[src/rtl/drive_ramp_gen.sv]
// Amplitude-envelope generator: latches an I/Q setpoint on trigger and scales it by
// a gain k that ramps 0 -> 1.0, holds, then ramps back to 0 (abort / re-trigger aware).
module drive_ramp_gen #(
  parameter int DW = 17,
  parameter int CW = 20
) (
  input  logic                 adc_clk,
  input  logic                 rst,
  input  logic                 trig,
  input  logic                 abort,
  input  logic signed [DW-1:0] set_i,
  input  logic signed [DW-1:0] set_q,
  input  logic [15:0]          step,
  input  logic [CW-1:0]        hold_len,
  output logic signed [DW-1:0] drive_i,
  output logic signed [DW-1:0] drive_q,
  output logic [1:0]           state,
  output logic                 busy,
  output logic                 done
);

  typedef enum logic [1:0] {
    S_IDLE = 2'd0,
    S_RISE = 2'd1,
    S_FLAT = 2'd2,
    S_FALL = 2'd3
  } state_t;

  localparam int PW = DW + 18;
  localparam logic [16:0] K_ONE = 17'd65536;

  state_t                state_q, state_d;
  logic [16:0]           k_q, k_d;
  logic [CW-1:0]         cnt_q, cnt_d;
  logic signed [DW-1:0]  lat_i_q, lat_i_d, lat_q_q, lat_q_d;
  logic signed [PW-1:0]  p_i_q, p_i_d, p_q_q, p_q_d;
  logic signed [DW-1:0]  drive_i_q, drive_i_d, drive_q_q, drive_q_d;
  logic                  done_q, done_d;

  logic [16:0] s;
  logic [17:0] k_up;
  logic [16:0] k_up_sat, k_dn_sat;
  logic        accept;

  always_comb begin
    s        = (step == 16'd0) ? 17'd1 : {1'b0, step};
    k_up     = {1'b0, k_q} + {1'b0, s};
    k_up_sat = (k_up >= {1'b0, K_ONE}) ? K_ONE : k_up[16:0];
    k_dn_sat = (k_q > s) ? (k_q - s) : '0;
    accept   = trig && !abort;

    state_d = state_q;
    k_d     = k_q;
    cnt_d   = cnt_q;
    lat_i_d = lat_i_q;
    lat_q_d = lat_q_q;
    done_d  = 1'b0;

    case (state_q)
      S_IDLE: begin
        k_d = '0;
        if (accept) begin
          lat_i_d = set_i;
          lat_q_d = set_q;
          k_d     = s;
          state_d = S_RISE;
        end
      end
      S_RISE: begin
        if (abort) begin
          state_d = S_FALL;
        end else begin
          k_d = k_up_sat;
          if (k_up_sat == K_ONE) begin
            state_d = S_FLAT;
            cnt_d   = hold_len;
          end
        end
      end
      S_FLAT: begin
        if (abort || cnt_q == '0) state_d = S_FALL;
        else                      cnt_d   = cnt_q - 1'b1;
      end
      S_FALL: begin
        // Re-trigger resumes the rise from the current k so the envelope stays continuous.
        if (accept) begin
          lat_i_d = set_i;
          lat_q_d = set_q;
          k_d     = k_up_sat;
          state_d = S_RISE;
        end else begin
          k_d = k_dn_sat;
          if (k_dn_sat == '0) begin
            state_d = S_IDLE;
            done_d  = 1'b1;
          end
        end
      end
      default: state_d = S_IDLE;
    endcase

    p_i_d     = PW'(lat_i_q) * PW'($signed({1'b0, k_q}));
    p_q_d     = PW'(lat_q_q) * PW'($signed({1'b0, k_q}));
    drive_i_d = p_i_q[DW+15:16];
    drive_q_d = p_q_q[DW+15:16];
  end

  always_ff @(posedge adc_clk or posedge rst) begin
    if (rst) begin
      state_q   <= S_IDLE;
      k_q       <= '0;
      cnt_q     <= '0;
      lat_i_q   <= '0;
      lat_q_q   <= '0;
      p_i_q     <= '0;
      p_q_q     <= '0;
      drive_i_q <= '0;
      drive_q_q <= '0;
      done_q    <= 1'b0;
    end else begin
      state_q   <= state_d;
      k_q       <= k_d;
      cnt_q     <= cnt_d;
      lat_i_q   <= lat_i_d;
      lat_q_q   <= lat_q_d;
      p_i_q     <= p_i_d;
      p_q_q     <= p_q_d;
      drive_i_q <= drive_i_d;
      drive_q_q <= drive_q_d;
      done_q    <= done_d;
    end
  end

  assign drive_i = drive_i_q;
  assign drive_q = drive_q_q;
  assign state   = state_q;
  assign busy    = (state_q != S_IDLE);
  assign done    = done_q;

endmodule
[config.mk]
export PLATFORM = sky130hd
export DESIGN_NAME = drive_ramp_gen
export DESIGN_NICKNAME = d
export VERILOG_FILES = /design/src/rtl/drive_ramp_gen.sv
export SDC_FILE = /design/constraint.sdc
export NUM_CORES = 2
export LEC_CHECK = 0
export CAP_MARGIN = 25
export CELL_PAD_IN_SITES_DETAIL_PLACEMENT = 1
export CELL_PAD_IN_SITES_GLOBAL_PLACEMENT = 1
export CORE_UTILIZATION = 28
export CTS_CLUSTER_SIZE = 40
export DETAILED_ROUTE_END_ITERATION = 7
export DONT_BUFFER_PORTS = 1
export PLACE_DENSITY_LB_ADDON = 0.15
export RECOVER_POWER = 100
export SLEW_MARGIN = 20
export SYNTH_ARGS = -nofsm -noshare
export SYNTH_HDL_FRONTEND = slang
export SYNTH_SLANG_ARGS = --single-unit
export TNS_END_PERCENT = 100
[constraint.sdc]
create_clock -name adc_clk -period 19.8 [get_ports adc_clk]
set_clock_uncertainty 0.15 [all_clocks]
set_input_delay 3.96 -clock adc_clk [delete_from_list [all_inputs] [get_ports adc_clk]]
set_output_delay 3.96 -clock adc_clk [all_outputs]
set_load 0.05 [all_outputs]
Word-level counts from Yosys, hierarchy flattened
Index checks and enable logic that the tools add are counted.
{ "classes": {"n_addsub": 3, "multipliers": 2, "div": 0, "magnitude_cmp": 2, "n_eq_ne": 11, "shifts": 0, "mux": 21, "n_bitwise": 0, "n_reduce_logical": 15} }
{ "ops": {"columns": ["operator", "count"], "rows": [
  ["two-way mux 17 bit", 4],
  ["multiplier 17 x 18 -> 33 bit", 2],
  ["two-way mux 20 bit", 3],
  ["one-hot mux 17 bit (3 select lines)", 1],
  ["one-hot mux 20 bit (2 select lines)", 1],
  ["two-way mux 16 bit", 2],
  ["logical NOT 20 bit", 1],
  ["subtractor 20 x 1 -> 20 bit, second input constant", 1],
  ["adder 17 x 16 -> 18 bit", 1],
  ["greater-or-equal comparator 18 x 17 -> 1 bit, second input constant", 1],
  ["equality test 17 bit, second input constant", 1],
  ["> comparator 17 x 16 -> 1 bit", 1],
  ["logical NOT 17 bit", 1],
  ["subtractor 17 x 16 -> 17 bit", 1],
  ["logical NOT 16 bit", 1],
  ["two-way mux 2 bit", 6],
  ["inequality test 2 bit, second input constant", 5],
  ["one-hot mux 2 bit (4 select lines)", 1],
  ["AND reduction 4 bit", 2],
  ["inequality test 3 bit, second input constant", 2],
  ["equality test 2 bit, second input constant", 2],
  ["AND reduction 2 bit", 2],
  ["nonzero test 2 bit", 2],
  ["two-way mux 1 bit", 3],
  ["other kinds (7)", 7]
]} }
{ "word_totals": {"regBits": 174, "latch_bits": 0, "mem_bits_rw": 0, "mem_bits_ro": 0, "in_bits": 74, "out_inout_bits": 38, "elab_cells": 64, "mem_count": 0} }

Longest topological paths before layout
{ "depth": {"depth_word": 9, "depth_mapped": 26, "depth_no_buf": 24} }

Worst setup path before layout
Ideal clock, no wire load.
{ "synth_timing": {"path_type": "input -> register", "start": "input port step[8]", "end": "register state_q[1] (netlist: state[1])", "setup_time_ns": 0.128, "arrival_ns": 6.978, "required_ns": 19.522, "setup_slack_ns": 12.545, "stages": 15, "n_path_buf": 0, "cell_sequence": "nor4_1 > a41o_1 > ha_1 > inv_1 > fa_1 > a21oi_1 > o211ai_1 > a31oi_1 > a21o_1 > xor2_1 > nand4_1 > nor4_1 > nand4_1 > a21oi_4 > mux2_1"} }
{ "synth_between": {"elab_chain_len": 8, "word_cells_on_any_way": 13, "cone_classes": "add/sub (2); order compare (2); eq/ne (3); mux (3); reduce/logical (3)"} }
{ "synth_rtl": {"columns": ["element", "line", "source"], "rows": [
  ["from (decl)", "13", "input logic [15:0] step,"],
  ["logical NOT 16 bit", "46", "s = (step == 16'd0) ? 17'd1 : {1'b0, step};"],
  ["two-way mux 16 bit *", "46", null],
  ["adder 17 x 16 -> 18 bit", "47", "k_up = {1'b0, k_q} + {1'b0, s};"],
  ["greater-or-equal comparator 18 x 17 -> 1 bit", "48", "k_up_sat = (k_up >= {1'b0, K_ONE}) ? K_ONE : k_up[16:0];"],
  ["two-way mux 17 bit", "48", null],
  ["equality test 17 bit", "74", "if (k_up_sat == K_ONE) begin"],
  ["inequality test 3 bit (no line)", null, null],
  ["AND reduction 4 bit (no line) *", null, null],
  ["to (signal assigned)", "121", "state_q <= state_d;"],
  ["to (decl)", "32", "state_t state_q, state_d;"]
]} }
Every way passes the cells marked *; elsewhere a longest branch is shown, timed or not.
A chain may end at the register's enable or synchronous reset.

Final worst setup path
{ "layout_timing": {"start": "input port step[12]", "end": "register cnt_q[19]"} }
{ "layout_between": {"elab_chain_len": 8} }
{ "layout_rtl": {"columns": ["element", "line", "source"], "rows": [
  ["logical NOT 16 bit", "46", null],
  ["two-way mux 16 bit *", "46", null],
  ["adder 17 x 16 -> 18 bit *", "47", null],
  ["greater-or-equal comparator 18 x 17 -> 1 bit", "48", null],
  ["two-way mux 17 bit *", "48", null],
  ["equality test 17 bit *", "74", null],
  ["inequality test 2 bit (no line) *", null, null],
  ["AND reduction 4 bit (no line) *", null, null],
  ["to (signal assigned)", "123", "cnt_q <= cnt_d;"],
  ["to (decl)", "34", "logic [CW-1:0] cnt_q, cnt_d;"]
]} }
Marked as above.

==> impl_metrics.toml <==
[floorplan]
die_w_um = 302
io_pins = 112
initial_core_util_pct = 28.3
coreArea_mm2 = 0.0886
die-area_mm2 = 0.0909
fp.dieH_um = 302
rows = 109

[routing]
drc = 8
drt-wirelength-per-cell_um = 19.6
ant_nets = 0
viasPerCell = 4.66
dr.pass1.iters = 7
drt_iter0_drc = 699
drt_wl_total_um = 74400
route.vias.total = 17700

[timing]
timing.fmax_mhz = 119
period_minus_slack_ns = 8.42
setup_viol = 0
setup_slack_ns = 11.38
fin_tns_setup_ns = 0
rsz0062_at_grt = "no"
hold_violations = 0
worst_slew_pin_slew_ns = 3.78
maxSlewViolCount = 247
finalCritPeriodShare_pct = 42.5
relSlewSlack_pct = -152
worst_hold_slack_ns = 0.186

[clock_tree]
cts_hold_buf = 0
htreeDepth = 4
cts_sinks = 142
cts_setup_buffers = 0
clk_latency_ns = 0.53
cts_root_buf = "clkbuf_16"
cts_tree = "yes"
cts.reportedPaths.clkPinSlew_ns = 0.10
clockBufferDepth = 2
cts_buffers = 17
cts.repair.resized = 0

[cells_and_area]
nNetsFinal = 3410
drive_above_1_share_pct = 4.48
area.growth.synth_to_final_pct = 7.19
fill_cells = 10200

[global_route]
grt_max_degree = 63
grt_pass1_vias = 20500
grt_pass1_wl_um = 119000
antenna_found_initial = 3
grt_usage_pct = 17.3
grt-ovfl-total = 0

[synthesis]
synthSimpleGateAreaFrac_pct = 16.1
synth-xor-area-share_pct = 2.34
synthMuxAreaShare_pct = 1.56
synthAdderAreaFrac_pct = 48.9
ys_types = 73
yosys_warnings = 0
syn-instance-count = 2703
synth_compound_gate_area_share_pct = 6.61
synth_top_area_cell = "fa_1"
synth_ff_type = "dfrtp_1"
netlist.area_leader.share_pct = 35.7
syn-num-nets = 3491
synth_top_family_by_area = "adder cells"
ys_seq_elements = 142
netlist_area_mm2 = 0.0251
async_reset_ff_share_pct = 100
synth.avg_cell_area_um2 = 9.30
synth_area_leaders = "fa_1 (36%), dfrtp_1 (14%), ha_1 (13%)"
synth_edf_count = 0
ys_seq_area_share_pct = 14.1

[place]
pre_cts_slack_ns = 11.58
dp_hpwl_um = 56300
numPortBuffers = 0
gp_congestion = 0.841

[worst_setup_path]
cp_max_fo = 34
critPathKind = "in -> reg"
worst_setup_path_end_kind = "register"
reg2reg_slack_ns = 11.52
startpoint_type = "input pin"
arrival_ns = 8.64
critPathRequiredTime_ns = 20.02

[job]
maxCapViolCount = 6

[hold_path]
hp-class = "reg -> reg"

[outcome]
violations = "DRC, capacitance limit, slew limit"
status = "finished, violations left"
-- cell families (layout without fill, tap and decap cells) --
kind of cell | after synthesis | count (layout)
buffers and inverters | 691 | 623
xor gates and xnor gates | 67 | 67
other | 0 | 1
adders and majority gates | 714 | 714
muxes | 35 | 35
and+or+nand+nor | 795 | 795
DFF | 142 | 142
AOI/OAI and AO/OA | 259 | 259
-- cell type report --
class | instances | area [um2] | share of cell area [%]
sequential | 142 | 3560 | 13.2
antenna | 1 | 2.50 | 0.00929
inverter | 555 | 2080 | 7.74
clock buffer | 17 | 425 | 1.58
timing repair buffer | 36 | 268 | 0.994
clock inverter | 15 | 168 | 0.622
multi-input combinational | 1870 | 19000 | 70.4
tap | 1165 | 1460 | 5.41
-- state kept, by name (all words and copies together), names as in the netlist --
name     count
cnt_q       20
drive_i     17
drive_q     17
k_q         17
lat_i_q     17
lat_q_q     17
p_i_q       17
p_q_q       17
state        2
done         1
-- placed cells by master (no fill, tap or decap), types with 8 or more instances in the layout --
cell type / instances
inv_1: 545
xnor2_1: 46
clkbuf_16: 17
dfrtp_1: 137
nand3_1: 15
nor4_1: 14
and2_1: 299
nand2b_1: 28
mux2_2: 32
fa_1: 448
nor3_1: 16
nand4_1: 9
nand2_1: 296
o21a_1: 19
a21o_1: 10
o211ai_1: 8
nor2_1: 78
xor2_1: 21
nor2b_1: 9
o21bai_1: 10
a21oi_1: 103
o21ai_1: 12
o22ai_1: 16
buf_4: 29
ha_1: 265
o21ai_0: 24
o221ai_1: 11
-- critical path, stage by stage --
cell and delay [ns]:
nor3_1 0.07, a41o_1 0.32, ha_1 0.22, inv_1 0.08, fa_1 0.20, nor2_1 0.06, o311a_1 0.33, o21a_1 0.20
a2111oi_0 1.08, o21a_1 0.20, o31ai_1 0.20, a21boi_2 0.20, clkbuf_1 1.14, nand3_1 0.14, o21ai_0 0.13, a21oi_1 0.08
-- worst paths after layout --
path                           start           to  cells past startpoint
hold / removal             p_i_q[19]   drive_i[3]                      0
max in group asynchronous        rst      k_q[10]                      2
setup reg to reg              k_q[6]    p_q_q[27]                     25
setup / recovery            step[12]    cnt_q[19]                     16
min in group asynchronous        rst  lat_q_q[14]                      1
hold reg to reg            p_i_q[19]   drive_i[3]                      0
-- cells in the mapped netlist (3+ instances only) --
library cell	number
o21ai_0	19
o31ai_1	3
o22ai_1	16
nand2b_1	28
o21a_1	19
clkbuf_1	127
o211ai_1	8
clkinv_1	3
fa_1	448
nand4_1	9
or3_1	7
nand2_1	296
nor2b_1	9
xnor2_1	46
buf_2	6
and2_1	303
dfrtp_1	142
a211oi_1	7
inv_1	546
a31oi_1	6
nor3_1	17
xor2_1	21
ha_1	266
inv_2	6
a21oi_1	102
a21o_1	10
buf_1	3
o21bai_1	10
o221ai_1	11
nor4_1	14
o21ai_1	17
nor2_1	79
nand3_1	15
mux2_2	32
-- stage by stage --
stage                     std cells  area, um2  utilization (%)
after floorplan                2703      25100                -
after global placement         3766      26400             29.7
after detailed placement       3767      26400             29.7
after CTS                      3799      27000             30.4
after global routing           3800      26900             30.4
final                          3801      26900             30.4
-- metal layers --
layer / global-route usage [%] / share of wire (%)
met5: 0 / 0
met4: 4.04 / 1.7
met3: 2.23 / 2.4
met2: 30.9 / 52
met1: 22.0 / 44
Power is left out: the tool's default activity adds up to more than one toggle a clock period on the data nets, which glitch-free logic cannot reach.
